### src/rtl/frame_stream_source.sv
// -----------------------------------------------------------------------------
// frame_stream_source
//
// Raster read engine sitting between the camera frame buffer and the VGA
// scaler sink. It walks the frame buffer in raster order, absorbs the RAM read
// latency with a small skid FIFO, picks one of NCH filter channels per frame
// and presents the pixels as a ready/valid stream with SOP/EOP markers.
// Channel changes only take effect at a frame start, so a frame is never torn.
//
// Optional feature: define TEST_PATTERN_EN to add an internal 8-bar colour
// pattern selected by chan_sel == NCH (chan_sel/active_ch widen by one code).
//
// Ports
//   clk         in   pixel clock
//   reset_n     in   synchronous active-low reset
//   resync      in   flush everything and restart at pixel 0
//   chan_sel    in   requested channel, taken when pixel 0 is issued
//   rd_addr     out  frame-buffer read address
//   ch_data     in   per-channel pixel, RAM_LAT cycles after rd_addr; ch0 = LSBs
//   m_data      out  output pixel
//   m_valid     out  output pixel valid
//   m_ready     in   downstream ready
//   m_sop       out  first pixel of frame (qualified by m_valid)
//   m_eop       out  last pixel of frame (qualified by m_valid)
//   active_ch   out  channel latched for the most recently started frame
//   frame_done  out  one-cycle pulse after the EOP beat is accepted
// -----------------------------------------------------------------------------
module frame_stream_source #(
  parameter int H_PIXELS = 320,
  parameter int V_LINES  = 240,
  parameter int PIX_W    = 30,
  parameter int NCH      = 4,
  parameter int ADDR_W   = 17,
  parameter int RAM_LAT  = 1,
`ifdef TEST_PATTERN_EN
  localparam int CH_W    = $clog2(NCH + 1)
`else
  localparam int CH_W    = (NCH > 1) ? $clog2(NCH) : 1
`endif
) (
  input  logic                   clk,
  input  logic                   reset_n,
  input  logic                   resync,
  input  logic [CH_W-1:0]        chan_sel,
  output logic [ADDR_W-1:0]      rd_addr,
  input  logic [NCH*PIX_W-1:0]   ch_data,
  output logic [PIX_W-1:0]       m_data,
  output logic                   m_valid,
  input  logic                   m_ready,
  output logic                   m_sop,
  output logic                   m_eop,
  output logic [CH_W-1:0]        active_ch,
  output logic                   frame_done
);

  localparam int DEPTH = RAM_LAT + 1;
  localparam int PTR_W = $clog2(DEPTH);
  localparam int CNT_W = $clog2(DEPTH + 1);
  localparam int SUM_W = $clog2(2 * DEPTH + 1);
  localparam int COL_W = (H_PIXELS > 1) ? $clog2(H_PIXELS) : 1;
  localparam int ROW_W = (V_LINES > 1) ? $clog2(V_LINES) : 1;

  // Tag travelling alongside each outstanding read. The channel rides with
  // the tag so pixels of the old frame still in flight keep their channel.
  typedef struct packed {
    logic            vld;
    logic            sop;
    logic            eop;
    logic [CH_W-1:0] ch;
`ifdef TEST_PATTERN_EN
    logic [2:0]      bar;
`endif
  } tag_t;

  typedef struct packed {
    logic             sop;
    logic             eop;
    logic [PIX_W-1:0] data;
  } beat_t;

  logic [COL_W-1:0]  r_col;
  logic [ROW_W-1:0]  r_row;
  logic [ADDR_W-1:0] r_addr;
  logic [CH_W-1:0]   r_active_ch;
  tag_t              r_tag [RAM_LAT];
  beat_t             r_mem [DEPTH];
  logic [PTR_W-1:0]  r_wr_ptr;
  logic [PTR_W-1:0]  r_rd_ptr;
  logic [CNT_W-1:0]  r_count;
  logic              r_eop_xfer;

  logic              w_last_col;
  logic              w_sop_pix;
  logic              w_eop_pix;
  logic              w_sel_ok;
  logic [CH_W-1:0]   w_frame_ch;
  logic [SUM_W-1:0]  w_inflight;
  logic [SUM_W-1:0]  w_used;
  logic              w_issue;
  logic              w_pop;
  logic              w_push;
  tag_t              w_tag_in;
  tag_t              w_ret;
  beat_t             w_head;
  logic [PIX_W-1:0]  w_cap;

  function automatic logic [PTR_W-1:0] ptr_inc(input logic [PTR_W-1:0] p);
    return (p == PTR_W'(DEPTH - 1)) ? '0 : p + PTR_W'(1);
  endfunction

  assign w_last_col = (r_col == COL_W'(H_PIXELS - 1));
  assign w_sop_pix  = (r_col == '0) && (r_row == '0);
  assign w_eop_pix  = w_last_col && (r_row == ROW_W'(V_LINES - 1));

`ifdef TEST_PATTERN_EN
  assign w_sel_ok = (32'(chan_sel) <= 32'(NCH));
`else
  assign w_sel_ok = (32'(chan_sel) < 32'(NCH));
`endif
  assign w_frame_ch = (w_sop_pix && w_sel_ok) ? chan_sel : r_active_ch;

  assign w_head  = r_mem[r_rd_ptr];
  assign w_ret   = r_tag[RAM_LAT-1];
  assign m_valid = (r_count != '0);
  assign w_pop   = m_valid & m_ready;
  assign w_push  = w_ret.vld;

  // Credit check: entries already in the FIFO plus reads still in the RAM
  // pipe, minus the beat leaving this cycle, must leave room for one more.
  always_comb begin
    // NOTE: every combinational output gets a default first, so no path
    // through the block can leave it unassigned and infer a latch.
    w_inflight = '0;
    for (int i = 0; i < RAM_LAT; i++) begin
      w_inflight = w_inflight + SUM_W'(r_tag[i].vld);
    end
  end

  assign w_used  = SUM_W'(r_count) + w_inflight - SUM_W'(w_pop);
  assign w_issue = ~resync & (w_used < SUM_W'(DEPTH));

  always_comb begin
    w_tag_in     = '0;
    w_tag_in.vld = w_issue;
    w_tag_in.sop = w_sop_pix;
    w_tag_in.eop = w_eop_pix;
    w_tag_in.ch  = w_frame_ch;
`ifdef TEST_PATTERN_EN
    w_tag_in.bar = 3'((32'(r_col) * 32'd8) / 32'(H_PIXELS));
`endif
  end

  // Returning pixel selected by the channel the read was issued under.
  always_comb begin
    w_cap = '0;
    for (int c = 0; c < NCH; c++) begin
      if (w_ret.ch == CH_W'(c)) w_cap = ch_data[c*PIX_W +: PIX_W];
    end
`ifdef TEST_PATTERN_EN
    // Bars run white, yellow, cyan, green, magenta, red, blue, black:
    // red is on for bars with bit1 clear, green bit2 clear, blue bit0 clear.
    if (w_ret.ch == CH_W'(NCH)) begin
      w_cap = PIX_W'({{(PIX_W/3){~w_ret.bar[1]}},
                      {(PIX_W/3){~w_ret.bar[2]}},
                      {(PIX_W/3){~w_ret.bar[0]}}});
    end
`endif
  end

  always_ff @(posedge clk) begin
    // NOTE: sequential state uses non-blocking assignments so every register
    // samples the pre-edge values regardless of statement order.
    if (!reset_n) begin
      r_col       <= '0;
      r_row       <= '0;
      r_addr      <= '0;
      r_active_ch <= '0;
      r_wr_ptr    <= '0;
      r_rd_ptr    <= '0;
      r_count     <= '0;
      r_eop_xfer  <= 1'b0;
      for (int i = 0; i < RAM_LAT; i++) r_tag[i] <= '0;
      // NOTE: the skid buffer is a handful of flops, not a RAM, so it is
      // reset to keep m_data/m_sop/m_eop at zero out of reset.
      for (int i = 0; i < DEPTH; i++) r_mem[i] <= '0;
    end else begin
      // A beat coinciding with resync is dropped, so it cannot end a frame.
      r_eop_xfer <= w_pop & w_head.eop & ~resync;
      if (resync) begin
        r_col    <= '0;
        r_row    <= '0;
        r_addr   <= '0;
        r_wr_ptr <= '0;
        r_rd_ptr <= '0;
        r_count  <= '0;
        for (int i = 0; i < RAM_LAT; i++) r_tag[i] <= '0;
      end else begin
        if (w_issue) begin
          if (w_eop_pix) begin
            r_col  <= '0;
            r_row  <= '0;
            r_addr <= '0;
          end else begin
            r_addr <= r_addr + ADDR_W'(1);
            if (w_last_col) begin
              r_col <= '0;
              r_row <= r_row + ROW_W'(1);
            end else begin
              r_col <= r_col + COL_W'(1);
            end
          end
          if (w_sop_pix) r_active_ch <= w_frame_ch;
        end
        r_tag[0] <= w_tag_in;
        for (int i = 1; i < RAM_LAT; i++) r_tag[i] <= r_tag[i-1];
        if (w_push) begin
          r_mem[r_wr_ptr] <= '{sop: w_ret.sop, eop: w_ret.eop, data: w_cap};
          r_wr_ptr        <= ptr_inc(r_wr_ptr);
        end
        if (w_pop) r_rd_ptr <= ptr_inc(r_rd_ptr);
        r_count <= r_count + CNT_W'(w_push) - CNT_W'(w_pop);
      end
    end
  end

  assign rd_addr    = r_addr;
  assign m_data     = w_head.data;
  assign m_sop      = w_head.sop;
  assign m_eop      = w_head.eop;
  assign active_ch  = r_active_ch;
  assign frame_done = r_eop_xfer & ~resync;

endmodule
### config.mk
export PLATFORM = sky130hd
export DESIGN_NAME = frame_stream_source
export DESIGN_NICKNAME = d
export VERILOG_FILES = /design/src/rtl/frame_stream_source.sv
export SDC_FILE = /design/constraint.sdc
export NUM_CORES = 1
export LEC_CHECK = 0
export BUFFER_PORTS_ARGS = -buffer_cell sky130_fd_sc_hd__buf_2
export CORE_AREA = 2 2 116 118
export DETAILED_ROUTE_END_ITERATION = 6
export DIE_AREA = 0 0 118 120
export PLACE_DENSITY = 0.83
export RECOVER_POWER = 100
export SLEW_MARGIN = 20
export SYNTH_ARGS = -nofsm -noshare
export SYNTH_HDL_FRONTEND = slang
export SYNTH_SLANG_ARGS = --single-unit
### constraint.sdc
create_clock -name clk -period 2.9 [get_ports clk]
set_input_delay 0 -clock clk [delete_from_list [all_inputs] [get_ports clk]]
set_output_delay 0 -clock clk [all_outputs]
set_load 0.05 [all_outputs]
Word level (Yosys, flattened, before mapping)

Memories as Yosys holds them, arrays and structs flattened. A register that Yosys moved wholly into a read port is not among the register bits.
Cells that the tools add are included.
Widths: inputs -> output; s select.

Bitwise logic cells: 7
Reductions and logical operators: 13
Mux-type cells: 32
$lt $le $gt $ge: 1
$add $sub $neg: 9
Equal/unequal tests: 5

Operators with widths:

| cell                  | count |
|---|---|
| $mux 30               | 4 |
| $mux 32               | 1 |
| $reduce_or 32->1      | 1 |
| $mux 1                | 19 |
| $mux 9                | 2 |
| $add 17x1->17 const B | 1 |
| $mux 17               | 1 |
| $mux 8                | 2 |
| $mux 5                | 2 |
| $reduce_or 5->1       | 2 |
| $add 9x1->9 const B   | 1 |
| $eq 9x9->1 const B    | 1 |
| $logic_not 9->1       | 1 |
| $add 8x1->8 const B   | 1 |
| $eq 8x8->1 const B    | 1 |
| $logic_not 8->1       | 1 |
| $and 1x1->1           | 5 |
| $eq 2x2->1 const B    | 2 |
| $reduce_bool 2->1     | 2 |
| $add 2x1->3           | 1 |
| $lt 3x2->1 const B    | 1 |
| $reduce_and 3->1      | 1 |
| $sub 3x1->3           | 1 |
| $add 1x1->1 const B   | 2 |
| 9 further kinds       | 11 |

Register bits after elaboration: 41
Input port bits: 126
Memories: 2
Bits in writable memories: 69

Memories:

| name  | depth | width | rd ports | clocked after memory_dff | write ports | RTL line | RTL |
|---|---|---|---|---|---|---|---|
| r_mem | 2     | 32    | 1        | 1                        | 2           | 86       | `beat_t r_mem [DEPTH];` |
| r_tag | 1     | 5     | 1        | 0                        | 1           | 85       | `tag_t r_tag [RAM_LAT];` |

Longest topological paths before layout

An unclocked memory read counts as a cell.

Depth in word-level cells: 7
Mapped depth: 14
Gate-level depth less buffers: 12

Worst setup path before layout

Ideal clock, no wire load.

Kind: register to register
From: reg r_count[1]
To: reg r_addr[12] (netlist: rd_addr[12])
Data arrival time: 3086 ps
Cell stages (with the launch flop): 13
Setup time: 65 ps
Path slack: -251 ps
Data required time: 2835 ps
Path buffers: 0
Cells stage by stage: dfxtp_1 > or2_2 > nand2_1 > inv_1 > ha_1 > inv_1 > ha_1 > fa_1 > or2_2 > nor4_1 > nand4_1 > xor2_1 > nor2_1

Word-level cells in the longest chain between the ends: 5
Elaborated cells between the ends (all ways): 6

Ends and longest elaborated chain:

| element                | RTL line | RTL |
|---|---|---|
| start, declared        | 89       | `logic [CNT_W-1:0] r_count;` |
| start signal, assigned | 221      | `r_count <= r_count + CNT_W'(w_push) - CNT_W'(w_pop);` |
| $reduce_bool 2->1      | 124      | `assign m_valid = (r_count != '0);` |
| via m_valid            | 48       | `output logic m_valid,` |
| $and 1x1->1            | 125      | `assign w_pop = m_valid & m_ready;` |
| via w_pop              | 100      | `logic w_pop;` |
| $sub 3x1->3            | 139      | `assign w_used = SUM_W'(r_count) + w_inflight - SUM_W'(w_pop);` |
| via w_used[1]          | 98       | `logic [SUM_W-1:0] w_used;` |
| $lt 3x2->1             | 140      | `assign w_issue = ~resync & (w_used < SUM_W'(DEPTH));` |
| $and 1x1->1            | 140      |  |
| end signal, assigned   | 204      | `r_addr <= r_addr + ADDR_W'(1);` |
| end, declared          | 83       | `logic [ADDR_W-1:0] r_addr;` |

The timed path passes the listed nets, and every way through them passes these cells.
A chain may end at the register's enable or synchronous reset.

Worst setup path after layout

From: reg r_count[0]
To: reg r_addr[12] (netlist: rd_addr[12])

Word-level cells in the longest chain between the ends: 5
Elaborated cells between the ends (all ways): 6

Ends and longest elaborated chain:

| element           | RTL line |
|---|---|
| $reduce_bool 2->1 | 124 |
| $and 1x1->1       | 125 |
| via w_pop         | 100 |
| $sub 3x1->3       | 139 |
| via w_used[1]     | 98 |
| $lt 3x2->1        | 140 |
| $and 1x1->1       | 140 |

The timed path passes the listed nets, and every way through them passes these cells.

==> flow_metrics.env <==
export IMPL_status="complete, but fails checks"
export IMPL_violations="negative setup slack"
export IMPL_hold_violations=0
export IMPL_setup_viol=1
export IMPL_worst_slack_ps=-36.2
export IMPL_ff2ff_path_depth=12
export IMPL_final_common_cell="buf_2"
export IMPL_fin_crit_ps=2940
export IMPL_max_freq_mhz=341
export IMPL_cp_cell_sequence="or2_4 -> nand2_4 -> inv_4 -> ha_4 -> inv_2 -> ha_4 -> fa_2 -> or2_4 -> nor4_4 -> nand4_1 -> xor2_1 -> nor2_1"
export IMPL_drtIter0Drc=269
export IMPL_cpMaxStageDelayCell="fa_2"
export IMPL_clock_skew_final_ps=10.5
export IMPL_cts_tree="built"
export IMPL_cellPowerDensity_mw_per_mm2=486
export IMPL_endpoint="rd_addr[12]"
export IMPL_period_share_pct=101
export IMPL_grt_pass1_wl_mm=20.7
export IMPL_muxShareOfSynthArea_pct=19.1
export IMPL_required_ps=3110
export IMPL_track_usage_pct=18.4
export IMPL_cts_path_max_buffers=2
export IMPL_clkLatencyLatePin_ps=340
export IMPL_slowest_delay_ps=500
export IMPL_cts_clk_slew_worst_paths_ps=80
export IMPL_first_pass_iters=4
export IMPL_drv_slew=0
export IMPL_nNetsFinal=784
export IMPL_rows=42
export IMPL_critical_path_class="reg2reg"
export IMPL_synth_edff_count=69
export IMPL_syn_area_mm2=0.00567
export IMPL_async_flop_share_pct=0
export IMPL_htree_levels=3
export IMPL_post_dp_cell_area_mm2=0.00682
export IMPL_hold_path_class="in2reg"
export IMPL_n_antenna_cell=0
export IMPL_worstReg2RegStart="r_count[0]"
export IMPL_p_leak_nw=2.82
export IMPL_cts_inserted_buffers=9
export IMPL_synth_compound_area_share_pct=1.39
export IMPL_via_per_inst=5.17
export IMPL_area_growth_pct=27.2
export IMPL_portBuffers=178
export IMPL_synthSimpleGateAreaFrac_pct=18.9
export IMPL_dp_slack_ps=-30.0
export IMPL_grt_pass1_vias=4204
export IMPL_initial_core_util_pct=43.7
export IMPL_synthXorXnorAreaFrac_pct=4.76
export IMPL_grt_max_degree=33
export IMPL_die_y_um=120
export IMPL_vias=4298
export IMPL_synth_seq_area_share_pct=51.3
export IMPL_crit_arrival_ps=3150
export IMPL_r2r_slack_ps=-40
export IMPL_dieArea_mm2=0.0142
export IMPL_cts_sinks=111
export IMPL_synth_fa_ha_area_share_pct=1.90
export IMPL_ant_nets=0
export IMPL_post_dp_hpwl_mm=9.64
export IMPL_final_cell_mix="160 x buf_2, 69 x edfxtp_1, 42 x nor2_1"
export IMPL_irDropWorstVdd_v=0.000266
export IMPL_startpoint="r_count[0]"
export IMPL_ys_seq_elements=111
export IMPL_end_kind="flip-flop"
export IMPL_gp_congestion=0.876
export IMPL_synth_ff_type="edfxtp_1"
export IMPL_rr_endpoint="rd_addr[12]"
export IMPL_yosysWarningCount=0
export IMPL_worst_slew_pin_slew_ps=889
export IMPL_finalWirelength_mm=13.4
export IMPL_synth_area_per_cell_um2=12.4
export IMPL_synth_cells=459
export IMPL_rsz0062_at_grt="true"
export IMPL_min_from="m_ready"
export IMPL_cts_root_buf="clkbuf_16"
export IMPL_core_mm2=0.0130
export IMPL_grt_antenna_before_repair=0
export IMPL_die_x_um=118
export IMPL_routedWlPerCell_um=16.1
export IMPL_overflow=0
export IMPL_cap_violations=0
export IMPL_synth_top_family_by_area="multiplexers"
export IMPL_cp_start_kind="flip-flop"
export IMPL_critPathMaxFanout=4
export IMPL_drive_gt1_share_pct=42.1
export IMPL_io_pins=179
export IMPL_postLayoutCellArea_mm2=0.00721
export IMPL_relSlewSlack_pct=40.7
export IMPL_synth_distinct_cells=43
export IMPL_route_detailed_drc=0
-- synth_stat cells (4+ instances only) --
| master | number | area (um^2) |
|---|---|---|
| mux2_2 | 32 | 360 |
| ha_1 | 7 | 87.6 |
| buf_2 | 4 | 20.0 |
| nor4_1 | 9 | 56.3 |
| nor2b_1 | 37 | 231 |
| clkbuf_1 | 11 | 41.3 |
| mux2i_1 | 5 | 50.1 |
| nor2_1 | 43 | 161 |
| nand3_1 | 12 | 60.1 |
| nand4_1 | 12 | 75.1 |
| dfxtp_1 | 42 | 841 |
| inv_1 | 11 | 41.3 |
| nor3_1 | 8 | 40.0 |
| edfxtp_1 | 69 | 2070 |
| xor2_1 | 15 | 131 |
| mux4_2 | 30 | 676 |
| nand2_1 | 20 | 75.1 |
| a21oi_1 | 5 | 25.0 |
| and2_1 | 34 | 213 |
| xnor2_1 | 14 | 123 |
-- worst min-delay path by stage --
stage,endpoint,slack (ps),depth (start not counted)
after global routing,r_eop_xfer,90,4
after CTS,r_rd_ptr,50,4
after detailed placement,active_ch[1],280,3
after global placement,active_ch[0],280,3
final,r_eop_xfer,90,4
after floorplan,active_ch[0],130,1
-- flip-flops by register name, indices dropped and copies added (netlist names), named ones only --
register    count
r_tag           5
r_mem          64
r_eop_xfer      1
r_wr_ptr        1
r_count         2
active_ch       2
r_rd_ptr        1
rd_addr        17
r_col           9
r_row           8
-- where the power goes --
group          total [W]  switching [W]  internal, W
Clock            0.00115       0.000564     0.000584
Sequential       0.00176      0.0000236      0.00174
Combinational   0.000596       0.000342     0.000254
Total            0.00350       0.000930      0.00257
-- timing repair --
action                     CTS  global route
setup endpoints to repair    7            28
hold endpoints to repair     3             0
hold buffers                 3             0
gates resized for setup      3            18
pin swaps                    2            11
setup buffers                0             4
-- routing by layer --
| layer | track usage (%) | up-vias | part of all wire (%) |
|---|---|---|---|
| met5 | 0 | - | 0 |
| met4 | 5.72 | 0 | 1.5 |
| met3 | 3.75 | 15 | 5.5 |
| met2 | 32.9 | 156 | 52 |
| met1 | 22.5 | 2091 | 41 |
| li1 | - | 2036 | - |
-- metrics by stage --
stage / power (W) / setup TNS (ps) / utilization [%] / hold WS [ps] / cells
2_1_floorplan: 0.00218 / -5.03 / - / 128 / 463
3_3_place_gp: 0.00235 / 0 / 52.5 / 279 / 808
3_5_place_dp: 0.00237 / -103 / 52.5 / 283 / 808
4_1_cts: 0.00351 / -9.40 / 54.9 / 46.0 / 827
5_1_grt: 0.00364 / -369 / 55.6 / 85.2 / 831
6_report: 0.00350 / -36.2 / 55.6 / 94.2 / 831
-- kinds of logic (layout without fill, tap and decap cells) --
group / count (synthesis) / after routing
other: 1 / 5
and+or+nand+nor: 197 / 197
adders and majority gates: 8 / 8
buffers and inverters: 32 / 224
xor gates and xnor gates: 30 / 30
DFF: 111 / 111
muxes: 67 / 67
AOI/OAI and AO/OA: 13 / 13
-- cell type report --
class                      instances  area (um^2)
fill                            1104         5770
sequential                       111         2920
timing repair buffer             197         1020
multi-input combinational        320         2740
clock inverter                     7         48.8
inverter                          11         43.8
tap                              176          220
clock buffer                       9          225
-- critical path: cells and delay by family, from the launching register on --
kind	cells	cell delay (ps)
AND/OR/NAND/NOR	6	1230
adder cells (fa/ha/maj)	3	910
flip-flops	1	340
XOR/XNOR	1	230
buffers and inverters	2	80
Power figures use the tool's default switching activity.
